$ cat config.mk
export PLATFORM = sky130hd
export DESIGN_NAME = xresponder_flat
export DESIGN_NICKNAME = d
export VERILOG_FILES = /design/src/rtl/xresponder_if.sv /design/src/rtl/xresponder.sv /design/src/flat_wrapper.sv
export SDC_FILE = /design/constraint.sdc
export NUM_CORES = 1
export LEC_CHECK = 0
export CORE_AREA = 4 4 183 185
export CTS_BUF_LIST = sky130_fd_sc_hd__clkbuf_8
export DETAILED_ROUTE_END_ITERATION = 16
export DIE_AREA = 0 0 187 189
export PLACE_DENSITY = 0.67
export SETUP_SLACK_MARGIN = 0.3
export SKIP_CTS_REPAIR_TIMING = 1
export SLEW_MARGIN = 15
export SYNTH_ARGS = -nofsm -noshare
export SYNTH_HDL_FRONTEND = slang
export SYNTH_SLANG_ARGS = --single-unit
$ cat constraint.sdc
create_clock -name clk_i -period 10.2 [get_ports clk_i]
set_clock_uncertainty 0.2 [all_clocks]
set_input_delay 2.04 -clock clk_i [delete_from_list [all_inputs] [get_ports clk_i]]
set_output_delay 2.04 -clock clk_i [all_outputs]
set_load 0.005 [all_outputs]
$ cat src/rtl/xresponder_if.sv
// rtl/xresponder_if.sv - Versat burst handshake bus between the merge initiator and the responder
// Purpose: groups the write and read burst channels of the Versat handshake.
// Ports (signals):
//   write: m_wvalid_i, m_wready_o, m_waddr_i, m_wdata_i, m_wstrb_i, m_wlen_i, m_wlast_o
//   read : m_rvalid_i, m_rready_o, m_raddr_i, m_rdata_o, m_rlen_i, m_rlast_o
// Modports: master = initiator side, slave = responder side.
interface xresponder_if #(
  parameter int ADDR_W = 32,
  parameter int DATA_W = 32,
  parameter int LEN_W  = 8
);
  logic                  m_wvalid_i;
  logic                  m_wready_o;
  logic [ADDR_W-1:0]     m_waddr_i;
  logic [DATA_W-1:0]     m_wdata_i;
  logic [DATA_W/8-1:0]   m_wstrb_i;
  logic [LEN_W-1:0]      m_wlen_i;
  logic                  m_wlast_o;
  logic                  m_rvalid_i;
  logic                  m_rready_o;
  logic [ADDR_W-1:0]     m_raddr_i;
  logic [DATA_W-1:0]     m_rdata_o;
  logic [LEN_W-1:0]      m_rlen_i;
  logic                  m_rlast_o;

  modport master (
    output m_wvalid_i, m_waddr_i, m_wdata_i, m_wstrb_i, m_wlen_i,
    output m_rvalid_i, m_raddr_i, m_rlen_i,
    input  m_wready_o, m_wlast_o, m_rready_o, m_rdata_o, m_rlast_o
  );

  modport slave (
    input  m_wvalid_i, m_waddr_i, m_wdata_i, m_wstrb_i, m_wlen_i,
    input  m_rvalid_i, m_raddr_i, m_rlen_i,
    output m_wready_o, m_wlast_o, m_rready_o, m_rdata_o, m_rlast_o
  );
endinterface

$ cat src/rtl/xresponder.sv
// rtl/xresponder.sv - Versat burst handshake responder driving word-addressed memory command ports
// Purpose: converts write/read bursts (addr+len per burst, responder-driven last)
//   into per-word memory write/read commands. Reads use a credit-limited prefetch
//   FIFO so any in-order memory latency is tolerated without overflow.
// Ports:
//   clk_i, rst_i (asynchronous, active-high)
//   m            : xresponder_if.slave burst bus
//   mem_wen_o/mem_wready_i/mem_waddr_o/mem_wdata_o/mem_wstrb_o : memory write command
//   mem_ren_o/mem_rready_i/mem_raddr_o : memory read command
//   mem_rvalid_i/mem_rdata_i           : in-order read data return
//   burst_cnt_o  : completed burst count (XRESPONDER_BURST_COUNT_EN), else 0
// Optional feature macro: XRESPONDER_BURST_COUNT_EN
module xresponder #(
  parameter int ADDR_W        = 32,
  parameter int DATA_W        = 32,
  parameter int LEN_W         = 8,
  parameter int RD_FIFO_DEPTH = 4,
  localparam int BYTE_W       = $clog2(DATA_W/8),
  localparam int WORD_W       = ADDR_W - BYTE_W
) (
  input  logic                clk_i,
  input  logic                rst_i,
  xresponder_if.slave         m,
  output logic                mem_wen_o,
  input  logic                mem_wready_i,
  output logic [WORD_W-1:0]   mem_waddr_o,
  output logic [DATA_W-1:0]   mem_wdata_o,
  output logic [DATA_W/8-1:0] mem_wstrb_o,
  output logic                mem_ren_o,
  input  logic                mem_rready_i,
  output logic [WORD_W-1:0]   mem_raddr_o,
  input  logic                mem_rvalid_i,
  input  logic [DATA_W-1:0]   mem_rdata_i,
  output logic [31:0]         burst_cnt_o
);
  localparam int PTR_W = $clog2(RD_FIFO_DEPTH);
  localparam int CNT_W = PTR_W + 1;

  // Byte offsets below the word boundary are ignored by design.
  logic unused_bits;
  assign unused_bits = ^{m.m_waddr_i[BYTE_W-1:0], m.m_raddr_i[BYTE_W-1:0]};

  // ---------------- write channel ----------------
  logic [LEN_W-1:0]  w_cnt, w_len, w_len_cur;
  logic [WORD_W-1:0] w_base, w_base_cur;
  logic              w_idle, w_last, w_xfer;

  // While idle the burst header comes straight from the bus so the first beat
  // goes out with zero latency; it is latched on that first transfer.
  assign w_idle     = (w_cnt == '0);
  assign w_base_cur = w_idle ? m.m_waddr_i[ADDR_W-1:BYTE_W] : w_base;
  assign w_len_cur  = w_idle ? m.m_wlen_i : w_len;
  assign w_last     = (w_cnt == w_len_cur);

  // Combinational outputs are gated with rst_i so they drop immediately on reset.
  assign m.m_wready_o = mem_wready_i & ~rst_i;
  assign m.m_wlast_o  = w_last & ~rst_i;
  assign mem_wen_o    = m.m_wvalid_i & ~rst_i;
  assign mem_waddr_o  = w_base_cur + WORD_W'(w_cnt);
  assign mem_wdata_o  = m.m_wdata_i;
  assign mem_wstrb_o  = m.m_wstrb_i;
  assign w_xfer       = m.m_wvalid_i & m.m_wready_o;

  always_ff @(posedge clk_i or posedge rst_i) begin
    if (rst_i) begin
      w_cnt  <= '0;
      w_len  <= '0;
      w_base <= '0;
    end else if (w_xfer) begin
      if (w_idle) begin
        w_base <= w_base_cur;
        w_len  <= w_len_cur;
      end
      w_cnt <= w_last ? '0 : w_cnt + 1'b1;
    end
  end

  // ---------------- read channel ----------------
  typedef enum logic {R_IDLE, R_BURST} r_state_t;
  r_state_t          r_state;
  logic [WORD_W-1:0] r_base;
  logic [LEN_W-1:0]  r_len, r_popped;
  logic [LEN_W:0]    r_issued;        // one extra bit: counts up to len+1
  logic [CNT_W-1:0]  r_outst, f_count;
  logic [PTR_W-1:0]  f_wr, f_rd;
  logic [DATA_W-1:0] f_mem [RD_FIFO_DEPTH];
  logic [CNT_W:0]    r_used;
  logic              r_accept, r_xfer, f_push;

  // Credits cover both queued data and commands still in flight, so every
  // accepted command is guaranteed a FIFO slot when its data returns.
  assign r_used       = {1'b0, f_count} + {1'b0, r_outst};
  assign mem_ren_o    = (r_state == R_BURST) && (r_issued <= {1'b0, r_len}) &&
                        (r_used < (CNT_W+1)'(RD_FIFO_DEPTH));
  assign mem_raddr_o  = r_base + WORD_W'(r_issued);
  assign r_accept     = mem_ren_o & mem_rready_i;
  assign f_push       = mem_rvalid_i;

  assign m.m_rready_o = (f_count != '0);
  assign m.m_rdata_o  = f_mem[f_rd];
  assign m.m_rlast_o  = m.m_rready_o && (r_popped == r_len);
  assign r_xfer       = m.m_rvalid_i & m.m_rready_o;

  always_ff @(posedge clk_i) begin
    if (f_push) f_mem[f_wr] <= mem_rdata_i;
  end

  always_ff @(posedge clk_i or posedge rst_i) begin
    if (rst_i) begin
      r_state  <= R_IDLE;
      r_base   <= '0;
      r_len    <= '0;
      r_issued <= '0;
      r_popped <= '0;
      r_outst  <= '0;
      f_count  <= '0;
      f_wr     <= '0;
      f_rd     <= '0;
    end else begin
      if (f_push) f_wr <= f_wr + 1'b1;
      if (r_xfer) f_rd <= f_rd + 1'b1;
      f_count <= f_count + CNT_W'(f_push) - CNT_W'(r_xfer);
      r_outst <= r_outst + CNT_W'(r_accept) - CNT_W'(f_push);
      if (r_accept) r_issued <= r_issued + 1'b1;
      case (r_state)
        R_IDLE: begin
          if (m.m_rvalid_i) begin
            r_base   <= m.m_raddr_i[ADDR_W-1:BYTE_W];
            r_len    <= m.m_rlen_i;
            r_issued <= '0;
            r_popped <= '0;
            r_state  <= R_BURST;
          end
        end
        R_BURST: begin
          if (r_xfer) begin
            if (m.m_rlast_o) r_state  <= R_IDLE;
            else             r_popped <= r_popped + 1'b1;
          end
        end
        default: r_state <= R_IDLE;
      endcase
    end
  end

  // ---------------- completed burst counter ----------------
`ifdef XRESPONDER_BURST_COUNT_EN
  logic w_done, r_done;
  assign w_done = w_xfer & m.m_wlast_o;
  assign r_done = r_xfer & m.m_rlast_o;

  always_ff @(posedge clk_i or posedge rst_i) begin
    if (rst_i) burst_cnt_o <= '0;
    else       burst_cnt_o <= burst_cnt_o + 32'(w_done) + 32'(r_done);
  end
`else
  assign burst_cnt_o = '0;
`endif
endmodule

$ cat src/flat_wrapper.sv
// flat-port wrapper written by rule: the top's interface ports become plain ports
module xresponder_flat 
#(
  parameter int ADDR_W        = 32,
  parameter int DATA_W        = 32,
  parameter int LEN_W         = 8,
  parameter int RD_FIFO_DEPTH = 4,
  localparam int BYTE_W       = $clog2(DATA_W/8),
  localparam int WORD_W       = ADDR_W - BYTE_W
)
  (clk_i, rst_i, mem_wen_o, mem_wready_i, mem_waddr_o, mem_wdata_o, mem_wstrb_o, mem_ren_o, mem_rready_i, mem_raddr_o, mem_rvalid_i, mem_rdata_i, burst_cnt_o, m_m_wvalid_i, m_m_waddr_i, m_m_wdata_i, m_m_wstrb_i, m_m_wlen_i, m_m_rvalid_i, m_m_raddr_i, m_m_rlen_i, m_m_wready_o, m_m_wlast_o, m_m_rready_o, m_m_rdata_o, m_m_rlast_o);
  xresponder_if #(.ADDR_W(ADDR_W), .DATA_W(DATA_W), .LEN_W(LEN_W)) m_i ();
  input  logic clk_i;
  input  logic rst_i;
  output logic mem_wen_o;
  input  logic mem_wready_i;
  output logic [WORD_W-1:0] mem_waddr_o;
  output logic [DATA_W-1:0] mem_wdata_o;
  output logic [DATA_W/8-1:0] mem_wstrb_o;
  output logic mem_ren_o;
  input  logic mem_rready_i;
  output logic [WORD_W-1:0] mem_raddr_o;
  input  logic mem_rvalid_i;
  input  logic [DATA_W-1:0] mem_rdata_i;
  output logic [31:0] burst_cnt_o;
  input wire logic [$bits(m_i.m_wvalid_i)-1:0] m_m_wvalid_i;
  input wire logic [$bits(m_i.m_waddr_i)-1:0] m_m_waddr_i;
  input wire logic [$bits(m_i.m_wdata_i)-1:0] m_m_wdata_i;
  input wire logic [$bits(m_i.m_wstrb_i)-1:0] m_m_wstrb_i;
  input wire logic [$bits(m_i.m_wlen_i)-1:0] m_m_wlen_i;
  input wire logic [$bits(m_i.m_rvalid_i)-1:0] m_m_rvalid_i;
  input wire logic [$bits(m_i.m_raddr_i)-1:0] m_m_raddr_i;
  input wire logic [$bits(m_i.m_rlen_i)-1:0] m_m_rlen_i;
  output wire logic [$bits(m_i.m_wready_o)-1:0] m_m_wready_o;
  output wire logic [$bits(m_i.m_wlast_o)-1:0] m_m_wlast_o;
  output wire logic [$bits(m_i.m_rready_o)-1:0] m_m_rready_o;
  output wire logic [$bits(m_i.m_rdata_o)-1:0] m_m_rdata_o;
  output wire logic [$bits(m_i.m_rlast_o)-1:0] m_m_rlast_o;
  assign m_i.m_wvalid_i = m_m_wvalid_i;
  assign m_i.m_waddr_i = m_m_waddr_i;
  assign m_i.m_wdata_i = m_m_wdata_i;
  assign m_i.m_wstrb_i = m_m_wstrb_i;
  assign m_i.m_wlen_i = m_m_wlen_i;
  assign m_i.m_rvalid_i = m_m_rvalid_i;
  assign m_i.m_raddr_i = m_m_raddr_i;
  assign m_i.m_rlen_i = m_m_rlen_i;
  assign m_m_wready_o = m_i.m_wready_o;
  assign m_m_wlast_o = m_i.m_wlast_o;
  assign m_m_rready_o = m_i.m_rready_o;
  assign m_m_rdata_o = m_i.m_rdata_o;
  assign m_m_rlast_o = m_i.m_rlast_o;
  xresponder #(.ADDR_W(ADDR_W), .DATA_W(DATA_W), .LEN_W(LEN_W), .RD_FIFO_DEPTH(RD_FIFO_DEPTH)) u_core (.clk_i(clk_i), .rst_i(rst_i), .m(m_i), .mem_wen_o(mem_wen_o), .mem_wready_i(mem_wready_i), .mem_waddr_o(mem_waddr_o), .mem_wdata_o(mem_wdata_o), .mem_wstrb_o(mem_wstrb_o), .mem_ren_o(mem_ren_o), .mem_rready_i(mem_rready_i), .mem_raddr_o(mem_raddr_o), .mem_rvalid_i(mem_rvalid_i), .mem_rdata_i(mem_rdata_i), .burst_cnt_o(burst_cnt_o));
endmodule
Word-level counts from Yosys, hierarchy flattened --
Memory sizes are Yosys's and may differ from the RTL's. Cells that the tools add are included.
Operators by class: $add $sub $neg 12, magnitude comparators 2, eq/ne operators 5, mux-type cells 16, bitwise operators 8, reduce and logical (&&, ||, !) cells 8
Operator list (count):
- $mux 8 | 5
- $add 30x8->30 | 1
- $add 30x9->30 | 1
- $mux 30 | 1
- $mux 9 | 3
- $add 8x1->8 const B | 2
- $eq 8x8->1 | 2
- $pmux 8 s2 | 1
- $add 9x1->9 const B | 1
- $le 9x8->1 | 1
- $logic_not 8->1 | 1
- $add 3x1->3 | 2
- $and 1x1->1 | 6
- $ne 2x2->1 const B | 3
- $sub 3x1->3 | 2
- $mux 1 | 5
- $add 2x1->2 const B | 2
- $add 3x3->4 | 1
- $lt 4x3->1 const B | 1
- $reduce_and 2->1 | 2
- $logic_and 1x1->1 | 3
- $reduce_and 3->1 | 1
- $reduce_bool 3->1 | 1
- $not 1->1 | 2
- $pmux 1 s2 | 1
Word-level totals: flip-flop bits (word level) 112, bits in writable memories 128, input bits 155, output and inout bits 166, word-level logic and storage cells 64, memories kept 1
Memory list:
- u_core.f_mem | depth 4, width 32, read ports 1, clocked after Yosys merged registers in 0, wr ports 1, line xresponder.sv:86 | logic [DATA_W-1:0] f_mem [RD_FIFO_DEPTH];

Logic depth before layout (Yosys ltp) --
depth after elaboration 7, depth in mapped cells 19, depth with buffers taken out 15

Worst setup path before layout --
OpenSTA, ideal clock, no wires.
kind input-to-output, from input port rst_i, to output port m_m_wlast_o, arrival 4.722 ns, data required time 7.960 ns, slack 3.238 ns, stages on the path 2, buffers on the path 0, path through inv_1 -> and2_1
On the way: cells in the longest elaborated chain, start to end 2
Ends and longest elaborated chain:
- start, declared | line flat_wrapper.sv:14 | input logic rst_i;
- $not 1->1 | line xresponder.sv:57 | assign m.m_wlast_o = w_last & ~rst_i;
- $and 1x1->1 | line xresponder.sv:57
- end, declared | line flat_wrapper.sv:35 | output wire logic [$bits(m_i.m_wlast_o)-1:0] m_m_wlast_o;
No other way between the ends.

Final worst setup path --
from register u_core.w_cnt[1], to output port mem_waddr_o[25]
On the way: cells in the longest elaborated chain, start to end 3
Ends and longest elaborated chain:
- start, declared | line xresponder.sv:44 | logic [LEN_W-1:0] w_cnt, w_len, w_len_cur;
- start signal, assigned | line xresponder.sv:74 | w_cnt <= w_last ? '0 : w_cnt + 1'b1;
- $logic_not 8->1 | line xresponder.sv:50 | assign w_idle = (w_cnt == '0);
- $mux 30 | line xresponder.sv:51 | assign w_base_cur = w_idle ? m.m_waddr_i[ADDR_W-1:BYTE_W] : w_base;
- via u_core.w_base_cur[6] | line xresponder.sv:45 | logic [WORD_W-1:0] w_base, w_base_cur;
- $add 30x8->30 | line xresponder.sv:59 | assign mem_waddr_o = w_base_cur + WORD_W'(w_cnt);
- end, declared | line flat_wrapper.sv:17 | output logic [WORD_W-1:0] mem_waddr_o;
The timed path passes the listed nets, and every way through them passes these cells.

==> metrics.txt <==
status=complete, no violations; commonest cells after routing, fill and taps aside=212 x clkdlybuf4s50_1, 168 x nand2_1, 128 x edfxtp_1; Worst path slowest cell=a211oi_1; highest metal used=met4; Tmin final=7710 ps; vias in the first global route=8986; Setup TNS=0 ps; leak pwr=6.38 nW; Cells after Synth=1072; DP Area=14800 um^2; total track usage=16.1%; RSZ-0062 raised after global routing=no; CP arrival=5470 ps; Synth Area per Inst=11.7 um^2; ant diodes=0; FFs w/ async S/R, synth=46.7%; H-tree depth=2; worst-path cell chain=inv_1 -> ha_1 -> or3b_2 -> nor2_4 -> buf_4 -> nand2_1 -> nand2_1 -> ha_1 -> a211o_1 -> a211oi_1 -> nor2_1 -> o211ai_1 -> xor2_1 -> clkdlybuf4s50_1; startpoint types=flop; number of DRC markers in iteration 0=452; Max VDD drop=0.000133 V; Post-Place Setup Slack=2600 ps; Relative slew margins=36.3%; largest net degree at the start of global routing=68; die area=35300 um^2; first-pass GRT wire length=47000 um; met2 routed WL=13800 um; Syn. warnings=0; slowest cell delay on critical path=790 ps; Overflow after GRT=0; Row Count=66; DR WL met3=2110 um; Post-synth top flop=edfxtp_1; Die W=187 um; Post-DP HPWL=20000 um; Pwr Total=3.51 mW; DRT antenna net count=0; final setup fails=0; layout cell share with drive strength beyond 1=12.3%; final WL=29000 um; final hold vios=0; critical path fanouts, max=24; CTS sink cnt=240; EDFF count, synth=128; pins over their slew limit=0; Slew @ Worst Pin=950 ps; fin area=15700 um^2; IO Pins=321; Finished Core Util=49.0%; root buffer cell=clkbuf_8; critical path class=reg2out; Seq/Total Area, Yosys=52.8%; TritonCTS clock tree=built; Placed Cells=1629; initial antenna violation count=0; clock tree buffer depth=3; CTS Buf Count=43; Initial Utilization=39.3%; Port Buffer Count=212; Die H=189 um; Vias/cell=5.06; number of max-cap violations=0; Yosys cell types=64; Post-layout nets=1464; non-filler instance count after layout=1705; fmax=0.130 GHz; first-pass detailed-route iteration total=4; wire per inst=17.0 um; PwrDens=224 nW/um^2; gp weighted congestion=0.838; leading cell type in the layout, fill and taps excluded=clkdlybuf4s50_1; vias=8621; Area Overhead vs Synth=24.8%; WP data required=7960 ps; cell area after synthesis=12600 um^2; core area=32000 um^2; FF+latch count, synth=240; Clk Latency, worst-skew pair=550 ps; Residual DRC=0; worst hold path type=reg2reg; period utilization=75.6%; clock transition at the registers of the reported paths=60 ps; type of destination of the critical path=output port; worst hold margin=277 ps; final worst setup slack=2490 ps; met1 WL=12700 um
## worst max-delay path, delay by kind of cell (launching register included)
family | cells | cell delay (ps)
adders and majority gates | 2 | 450
DFF | 1 | 460
buffers and inverters | 3 | 1140
AOI/OAI and AO/OA | 3 | 1330
and+or+nand+nor | 5 | 1370
xor gates and xnor gates | 1 | 170
## synth_stat cells, types with 6 or more instances
cell      count  area [um^2]
xnor2_1      54          473
a211oi_1      6         45.0
clkbuf_1     24         90.1
mux4_2       32          721
and2_1        8         50.1
o21ai_0      35          175
xor2_1       39          342
nor3_1        8         40.0
dfrtp_1     112         2800
and3_1       26          163
mux2i_1      25          250
o22ai_1       6         37.5
nand2_1     168          631
nor2_1       39          146
ha_1         39          488
inv_1        41          154
nand3_1      33          165
a21oi_1      23          115
nor2b_1       7         43.8
edfxtp_1    128         3840
buf_1         8         30.0
o21a_1        9         67.6
nor4_1       10         62.6
buf_4        69          518
nand4_1      20          125
mux2_2       35          394
## per-layer routing
layer	vias up	GRT usage (%)
met5	-	0
met4	0	3.44
met3	29	4.83
met2	251	27.0
met1	4210	20.9
li1	4131	-
## kinds of logic (layout without fill, tap and decap cells)
family / Yosys count / count (layout) / synth area share [%]
simple gates: 347 / 347 / 13.2
compound gates: 110 / 110 / 5.58
mux: 92 / 92 / 10.9
other cells: 1 / 32 / 0.0298
buf+inv: 146 / 340 / 6.46
xor+xnor: 93 / 93 / 6.48
fa+ha+maj: 43 / 43 / 4.52
flops: 240 / 240 / 52.8
## state kept, by name, summed over array words and instances (netlist names), 8 cells and up
signal,flops
u_core.f_mem,128
u_core.r_base,30
u_core.w_base,30
u_core.r_issued,9
u_core.r_len,8
u_core.r_popped,8
u_core.w_cnt,8
u_core.w_len,8
## final timing paths
check,depth (start not counted),slack [ps],from,to
max,14,2490,u_core.w_cnt[1],mem_waddr_o[25]
min,2,280,u_core.r_base[5],u_core.r_base[5]
max reg2reg,8,6870,u_core.w_cnt[1],u_core.w_cnt[0]
min reg2reg,2,280,u_core.r_base[5],u_core.r_base[5]
max in group asynchronous,3,6560,rst_i,u_core.w_base[15]
min in group asynchronous,2,1830,rst_i,u_core.w_base[0]
## layout make-up
class | count | area (um^2)
repair buffers | 223 | 2200
flip-flops and latches | 240 | 6650
clock inverters | 23 | 201
clock buffers | 53 | 729
well taps | 408 | 510
multi-input cells | 717 | 5240
fillers | 2871 | 16300
inverters | 41 | 156
## power breakdown
part	total, mW	switching, mW	leakage [nW]	internal, mW
Clock	0.957	0.405	0.515	0.552
Combinational	1.13	0.473	3.24	0.658
Sequential	1.42	0.177	2.62	1.25
(Power assumes the default switching activity.)
